==> src/rtl/echo_arb_pkg.sv <==
// -----------------------------------------------------------------------------
// echo_arb_pkg
// Shared types and constants for the echo indication arbiter.
//   DEFAULT_DATA_WIDTH : default echo payload width
//   echo_data_t        : echo payload at the default width
//   MAX_REQ            : largest supported requester count
//   src_idx_t          : requester index wide enough for MAX_REQ requesters
// -----------------------------------------------------------------------------
package echo_arb_pkg;

    localparam int DEFAULT_DATA_WIDTH = 32;
    localparam int MAX_REQ            = 8;

    typedef logic [DEFAULT_DATA_WIDTH-1:0] echo_data_t;
    typedef logic [$clog2(MAX_REQ)-1:0]    src_idx_t;

endpackage : echo_arb_pkg

==> src/rtl/echo_indication_arbiter_rr_pick.sv <==
// -----------------------------------------------------------------------------
// rr_pick
// Purely combinational rotate-priority picker. Scans the request vector from
// index ptr upward, wrapping modulo NUM_REQ; the first set bit wins.
// Ports:
//   req   : request vector, one bit per requester
//   ptr   : index the scan starts from
//   found : at least one request is set
//   idx   : winning index (0 when found is low)
// -----------------------------------------------------------------------------
module rr_pick
    import echo_arb_pkg::*;
#(
    parameter int NUM_REQ = 4,
    parameter int IDX_W   = $clog2(NUM_REQ)
) (
    input  logic [NUM_REQ-1:0] req,
    input  logic [IDX_W-1:0]   ptr,
    output logic               found,
    output logic [IDX_W-1:0]   idx
);

    always_comb begin
        int               cand;
        logic [IDX_W-1:0] cand_idx;
        found    = 1'b0;
        idx      = '0;
        cand     = 0;
        cand_idx = '0;
        for (int k = 0; k < NUM_REQ; k++) begin
            cand     = (int'(ptr) + k) % NUM_REQ;
            cand_idx = IDX_W'(cand);
            if (!found && req[cand_idx]) begin
                found = 1'b1;
                idx   = cand_idx;
            end
        end
    end

endmodule : rr_pick

==> src/rtl/echo_indication_arbiter.sv <==
// -----------------------------------------------------------------------------
// echo_indication_arbiter
// Shares one downstream EchoIndication.echo method port between NUM_REQ
// responders. Each requester owns a one-entry holding slot; every cycle in
// which the output slot is free, one pending holding slot is moved into the
// output slot in round-robin order.
//
// Handshake (both sides): a method call happens in a cycle where __ENA and
// __RDY are both high. Requester side: req_echo__RDY[i] is a registered
// "holding slot empty" flag; __ENA while __RDY is low is ignored. Downstream:
// ind_echo__ENA is out_valid & ind_echo__RDY and is never raised while the
// downstream is not ready.
//
// Ports:
//   CLK, nRST       : clock, asynchronous active-low reset
//   req_echo__ENA   : per-requester method enable
//   req_echo_v      : per-requester payload, requester i at [i*DATA_WIDTH +: DATA_WIDTH]
//   req_echo__RDY   : per-requester ready (holding slot empty)
//   ind_echo__ENA   : downstream echo call
//   ind_echo_v      : downstream payload
//   ind_echo__RDY   : downstream ready
//   ind_echo_src    : requester index of the value in the output slot
//   stall_count     : saturating count of cycles the output slot waited on a
//                     not-ready downstream; only when ECHO_ARB_STATS_EN is defined
//
// Build option: ECHO_ARB_STATS_EN adds stall_count.
// -----------------------------------------------------------------------------
module echo_indication_arbiter
    import echo_arb_pkg::*;
#(
    parameter int NUM_REQ    = 4,    // 2..MAX_REQ
    parameter int DATA_WIDTH = DEFAULT_DATA_WIDTH
) (
    input  logic                          CLK,
    input  logic                          nRST,
    input  logic [NUM_REQ-1:0]            req_echo__ENA,
    input  logic [NUM_REQ*DATA_WIDTH-1:0] req_echo_v,
    output logic [NUM_REQ-1:0]            req_echo__RDY,
    output logic                          ind_echo__ENA,
    output logic [DATA_WIDTH-1:0]         ind_echo_v,
    input  logic                          ind_echo__RDY,
    output logic [$clog2(NUM_REQ)-1:0]    ind_echo_src
`ifdef ECHO_ARB_STATS_EN
    ,
    output logic [31:0]                   stall_count
`endif
);

    localparam int IDX_W = $clog2(NUM_REQ);

    logic [NUM_REQ-1:0]    hold_valid;
    logic [DATA_WIDTH-1:0] hold_data [NUM_REQ];
    logic                  out_valid;
    logic [DATA_WIDTH-1:0] out_data;
    logic [IDX_W-1:0]      out_src;
    logic [IDX_W-1:0]      rr_ptr;

    logic                  pick_found;
    logic [IDX_W-1:0]      pick_idx;
    logic                  slot_free;
    logic                  grant;
    logic [NUM_REQ-1:0]    capture;

    rr_pick #(
        .NUM_REQ (NUM_REQ),
        .IDX_W   (IDX_W)
    ) u_rr_pick (
        .req   (hold_valid),
        .ptr   (rr_ptr),
        .found (pick_found),
        .idx   (pick_idx)
    );

    // Ready comes straight from the holding flop, so a requester can hand
    // over at most one value every other cycle.
    assign req_echo__RDY = ~hold_valid;
    assign capture       = req_echo__ENA & ~hold_valid;

    assign ind_echo__ENA = out_valid & ind_echo__RDY;
    assign ind_echo_v    = out_data;
    assign ind_echo_src  = out_src;

    // Draining and refilling the output slot in one cycle keeps the
    // downstream busy every cycle when several requesters are pending.
    assign slot_free = !out_valid || ind_echo__ENA;
    assign grant     = slot_free && pick_found;

    always_ff @(posedge CLK or negedge nRST) begin
        if (!nRST) begin
            hold_valid <= '0;
            for (int i = 0; i < NUM_REQ; i++) begin
                hold_data[i] <= '0;
            end
            out_valid <= 1'b0;
            out_data  <= '0;
            out_src   <= '0;
            rr_ptr    <= '0;
        end else begin
            // A granted slot is full, so it can never be captured into in
            // the same cycle; the two branches are mutually exclusive.
            for (int i = 0; i < NUM_REQ; i++) begin
                if (grant && (pick_idx == IDX_W'(i))) begin
                    hold_valid[i] <= 1'b0;
                end else if (capture[i]) begin
                    hold_valid[i] <= 1'b1;
                    hold_data[i]  <= req_echo_v[i*DATA_WIDTH +: DATA_WIDTH];
                end
            end

            if (slot_free) begin
                if (pick_found) begin
                    out_valid <= 1'b1;
                    out_data  <= hold_data[pick_idx];
                    out_src   <= pick_idx;
                    rr_ptr    <= (pick_idx == IDX_W'(NUM_REQ - 1)) ? '0 : pick_idx + 1'b1;
                end else begin
                    out_valid <= 1'b0;
                end
            end
        end
    end

`ifdef ECHO_ARB_STATS_EN
    always_ff @(posedge CLK or negedge nRST) begin
        if (!nRST) begin
            stall_count <= '0;
        end else if (out_valid && !ind_echo__RDY && (stall_count != 32'hFFFF_FFFF)) begin
            stall_count <= stall_count + 32'd1;
        end
    end
`endif

endmodule : echo_indication_arbiter

==> config.mk <==
export PLATFORM = sky130hd
export DESIGN_NAME = echo_indication_arbiter
export DESIGN_NICKNAME = d
export VERILOG_FILES = /design/src/rtl/echo_arb_pkg.sv /design/src/rtl/echo_indication_arbiter_rr_pick.sv /design/src/rtl/echo_indication_arbiter.sv
export SDC_FILE = /design/constraint.sdc
export NUM_CORES = 1
export LEC_CHECK = 0
export ABC_AREA = 1
export ABC_CLOCK_PERIOD_IN_PS = 2800
export BUFFER_PORTS_ARGS = -buffer_cell sky130_fd_sc_hd__buf_2
export CORE_MARGIN = 8
export CORE_UTILIZATION = 39
export DETAILED_ROUTE_END_ITERATION = 6
export SLEW_MARGIN = 20
export SYNTH_ARGS = -nofsm -noshare
export SYNTH_HDL_FRONTEND = slang
export SYNTH_HIERARCHICAL = 1
export SYNTH_SLANG_ARGS = --single-unit
export TNS_END_PERCENT = 5
==> constraint.sdc <==
create_clock -name CLK -period 2.8 [get_ports CLK]
set_input_delay 0.28 -clock CLK [delete_from_list [all_inputs] [get_ports CLK]]
set_output_delay 0.28 -clock CLK [all_outputs]
set_load 0.01 [all_outputs]
; ---- Yosys cells after proc, flatten, opt, wreduce, memory -nomap -nowiden
; Cells that the tools add are included.
[classes]
n_reduce_logical = 23
n_eq_ne = 3
mux = 29
addsub = 4
n_lt_le_gt_ge = 5
bitwise = 8
[op_table]
columns = op, n
row1 = binary-select mux 32 bit (select 2 bit), 1
row2 = two-way mux 32 bit, 2
row3 = two-way mux 1 bit, 17
row4 = "less-than comparator 2 x 3 -> 1 bit, second input constant", 4
row5 = two-way mux 2 bit, 5
row6 = AND reduction 2 bit, 5
row7 = binary-select mux 1 bit (select 2 bit), 4
row8 = logical AND 1 bit, 8
row9 = nonzero test 2 bit, 4
row10 = "adder 2 x 1 -> 2 bit, second input constant", 2
row11 = "adder 2 bit, second input constant", 2
row12 = AND 4 bit, 1
row13 = "== test 2 bit, second input constant", 2
row14 = zero test 1 bit, 4
row15 = inverter 1 bit, 4
row16 = inverter 4 bit, 1
row17 = "greater-or-equal comparator 3 bit, second input constant", 1
row18 = inverter 2 -> 3 bit, 1
row19 = "== test 2 x 1 -> 1 bit, second input constant", 1
row20 = zero test 2 bit, 1
row21 = AND 1 bit, 1
row22 = logical OR 1 bit, 1
[word_totals]
output_inout_bits = 39
reg_bits = 169

; ---- Longest topological paths before layout
[logic_depth]
depth_word = 16
ltp_mapped = 19

; ---- Hierarchy
; Netlist, hierarchy kept.
[modules_own_cells]
columns = mod, area_each_um2, cells_each, n_inst
row1 = echo_indication_arbiter, 8261.7, 1116, 1
row2 = rr_pick, 319.1, 59, 1

; ---- Worst setup path after synthesis
; No wires, ideal clock.
[synth_path]
kind = reg2reg
startpoint = register rr_ptr[0]
endpoint = register hold_data[33] in the netlist's numbering
stages_incl_launch_ff = 20
period_less_slack_ns = 2.292
path_slack_ns = 0.508
path_buffers = 4
arrival_time_ns = 2.176
cell_sequence = dfrtp_1 -> buf_6 -> nand2_1 -> nand2_4 -> nand2_2 -> nand2_2 -> nor2_4 -> nand3_2 -> nand2_1 -> nand2_1 -> inv_1 -> inv_1 -> buf_4 -> buf_4 -> ha_1 -> nand3_2 -> nand2_2 -> buf_4 -> nand2_1 -> nand2_1
[synth_via]
elab_chain_cells = 16
[synth_rtl]
columns = item, line
row1 = "start, declared", echo_indication_arbiter.sv:56  ; logic [IDX_W-1:0] rr_ptr;
row2 = "start signal, assigned", echo_indication_arbiter.sv:115  ; rr_ptr <= (pick_idx == IDX_W'(NUM_REQ - 1)) ? '0 : pick_idx + 1'b1;
row3 = "parallel branches: the longest is 11 deep, another holds adder 2 x 1 -> 2 bit", -
row4 = two-way mux 2 bit (*), echo_indication_arbiter_rr_pick.sv:33  ; if (!found && req[cand_idx]) begin
row5 = net pick_idx[0], echo_indication_arbiter.sv:59  ; logic [IDX_W-1:0] pick_idx;
row6 = == test 2 bit (*), echo_indication_arbiter.sv:102  ; if (grant && (pick_idx == IDX_W'(i))) begin
row7 = logical AND 1 bit (*), echo_indication_arbiter.sv:102
row8 = inverter 1 bit (no line) (*), -
row9 = AND reduction 2 bit (no line) (*), -
row10 = "end signal, assigned by index", echo_indication_arbiter.sv:106  ; hold_data[i] <= req_echo_v[i*DATA_WIDTH +: DATA_WIDTH];
row11 = "end, declared", echo_indication_arbiter.sv:52  ; logic [DATA_WIDTH-1:0] hold_data [NUM_REQ];
; Mark *: on every way through the listed nets, which the timed path passes. The select of a mux whose other input is x is not followed.
; A chain may end at the register's enable or synchronous reset.

; ---- Worst setup path in the final report
[layout_path]
startpoint = register rr_ptr[0]
endpoint = register hold_data[35] in the netlist's numbering
; Same word-level chain as after synthesis.

==> results.py <==
metrics = {
    "floorplanning": {
        "die-area_sq_um": 27000,
        "die_y_um": 164,
        "coreArea_sq_um": 21700,
        "pin_count": 174,
        "die_w_um": 164,
        "start_util_pct": 39.6,
        "rows": 54,
    },
    "global_routing": {
        "grt_pass1_wl_um": 40900,
        "first_global_vias": 7721,
        "grt-ovfl-total": 0,
        "grt_max_degree": 78,
        "antenna_found_initial": 1,
        "grt_usage_pct": 19.5,
    },
    "critical_path": {
        "rrSetupSlack_ps": 340,
        "cpPeakStageDelay_ps": 510,
        "crit_fanout": 22,
        "crit-reg2reg-launch": "rr_ptr[0]",
        "crit_arrival_ps": 2810,
        "crit_top_cell": "nand2_2",
        "critPathSlowestCell": "dfrtp_1",
        "criticalPathCategory": "reg2reg",
        "worstSetupStartpointType": "flip-flop",
        "crit_chain": "inv_2, nand2_1, nand2_2, nand2_2, nand2_2, nor2_4, nand4_1, nand3_2, buf_4, ha_1, nand3_2, nand2_2, buf_12, nand2_1, nand2_1",
        "r2r_end": "hold_data[35]",
        "reg2reg_depth": 15,
        "worstPathRequired_ps": 3160,
        "endpoint_kind": "flip-flop",
    },
    "sta": {
        "hold-worst-slack_ps": 82.9,
        "slew_headroom_pct": 50.4,
        "layout_worst_path_cycle_share_pct": 87.8,
        "fmax_mhz": 407,
        "rsz0062_at_grt": "no",
        "min_period_ps": 2460,
        "worst_pin_slew_ps": 744,
        "final_max_slew_viol_count": 0,
        "hold_violations": 0,
        "setup_viol": 0,
        "tns_ps": 0,
        "fin_worst_skew_ps": 12.2,
    },
    "synth": {
        "synth_top_area_share_pct": 49.3,
        "synth_cell_type_count": 23,
        "ys_top_cells_by_area": "dfrtp_1 49%, nand2_1 24%, nand3_1 11%",
        "synth_area_sq_um": 8580,
        "syn-instance-count": 1175,
        "yosysSeqAreaShare_pct": 49.3,
        "yosys.area.top_type": "dfrtp_1",
        "ys_seq_elements": 169,
        "avgSynthCellArea_sq_um": 7.30,
        "synth_nets": 1314,
        "yosysWarnings": 6,
    },
    "placement": {
        "hpwl_um": 18100,
        "port_buffers": 173,
        "place.gp.congestion": 0.866,
    },
    "clock_tree": {
        "htreeDepth": 4,
        "cts-buffers-inserted": 17,
        "clk_pin_slew_worst_paths_ps": 70,
        "insertion_delay_ps": 430,
        "postCtsSetupBuffers": 0,
        "cts_buffer_depth": 2,
        "cts.sinks": 169,
        "cts-root-buf": "clkbuf_16",
        "tritoncts": "built",
    },
    "job": {
        "cap_viol_max_count": 0,
    },
    "detailed_routing": {
        "num_vias": 7638,
        "ant_nets": 0,
        "wl_per_cell_um": 15.9,
        "dr.pass1.iters": 7,
        "wl_um": 25800,
        "drc": 0,
        "viasPerCell": 4.71,
        "drt_iter0_drc": 456,
    },
    "final_layout": {
        "area.growth.synth_to_final_pct": 20.3,
        "mostFrequentLayoutCell": "nand2_1",
        "final_cell_mix": "543 x nand2_1, 195 x nand3_1, 172 x buf_2, 169 x dfrtp_1, 146 x inv_1",
        "drive_above_1_share_pct": 20.3,
        "nNetsFinal": 1469,
        "antenna_cells": 0,
    },
    "run_status": {
        "outcome": "finished, final reports clean",
    },
    "pwr": {
        "power_density_nw_per_um2": 1440,
        "power_leakage_nw": 6.07,
        "vdd_drop_max_uv": 1170,
    },
    "worst_hold_path": {
        "hold_depth": 3,
        "hp-class": "in2reg",
        "min_from": "req_echo_v[93]",
        "hold_end": "hold_data[61]",
    },
}
-- layout make-up --
class / count / area (sq um)
Clock buffer: 17 / 425
Inverter: 153 / 574
Multi-Input combinational cell: 787 / 3420
Tap cell: 280 / 350
Timing Repair Buffer: 202 / 1130
Sequential cell: 169 / 4230
Clock inverter: 15 / 191
Fill cell: 2210 / 11400
-- critical path: cells and delay by family (launching register included) --
family	cells	cell delay, ps
flip-flops	1	510
buffers and inverters	3	560
AND/OR/NAND/NOR	11	1120
adder cells (fa/ha/maj)	1	180
-- worst max path at each step --
stage                   start  slack [ps]  depth (start not counted)              to
detailed placement  rr_ptr[0]         220                         16  hold_data[105]
finish              rr_ptr[0]         340                         15   hold_data[35]
global route        rr_ptr[0]          60                         16   hold_data[55]
floorplan           rr_ptr[0]         510                         19   hold_data[33]
CTS                 rr_ptr[0]         200                         16  hold_data[105]
global placement    rr_ptr[0]         320                         16  hold_data[120]
-- cells by family after synthesis --
logic type,after synthesis,synth area share [%]
AND/OR/NAND/NOR,774,38.5
buffers and inverters,219,11.1
flip-flops,169,49.3
AO/OA/AOI/OAI,9,0.554
adder cells (fa/ha/maj),4,0.583
-- metrics by stage --
step / cell area [sq um] / util (%) / total power, mW / cells / worst slack, ps
global placement: 9680 / 44.7 / 12.3 / 1590 / 319
CTS: 10300 / 47.5 / 15.0 / 1623 / 200
detailed placement: 9680 / 44.7 / 12.5 / 1590 / 218
finish: 10300 / 47.6 / 14.9 / 1623 / 343
global route: 10300 / 47.6 / 16.3 / 1623 / 59.3
floorplan: 8580 / - / 10.2 / 1175 / 508
-- report_power, final --
part / switching, mW / internal [mW]
clock: 1.05 / 1.43
sequential: 0.651 / 3.63
combinational: 5.43 / 2.69
total: 7.14 / 7.74
-- sequential cells by signal, summed over array words and instances (netlist names) --
signal and cells:
ind_echo_v 32, hold_valid 4, ind_echo_src 2, hold_data 128
rr_ptr 2, out_valid 1
-- metal layers --
| metal | share of wire [%] | up-vias | global-route usage, % |
|---|---|---|---|
| li1 | - | 3871 | - |
| met1 | 45 | 3514 | 25.6 |
| met2 | 46 | 222 | 31.4 |
| met3 | 7.0 | 29 | 4.86 |
| met4 | 1.6 | 2 | 5.50 |
| met5 | 0.046 | - | 0 |
-- cells in the mapped netlist (all sizes together) --
library cell	n
nand3	203
nand2	562
nor2	7
ha	4
nand4	1
inv	153
o21ai	7
dfrtp	169
o21a	1
a21oi	1
nand3b	1
clkbuf	2
buf	64
-- repair_timing --
action | in CTS | in global routing
hold buffers | 1 | 0
endpoints found under the hold margin | 74 | 0
setup endpoints to repair | 0 | 34
gates resized for setup | 0 | 2
Power figures use the tool's default switching activity.
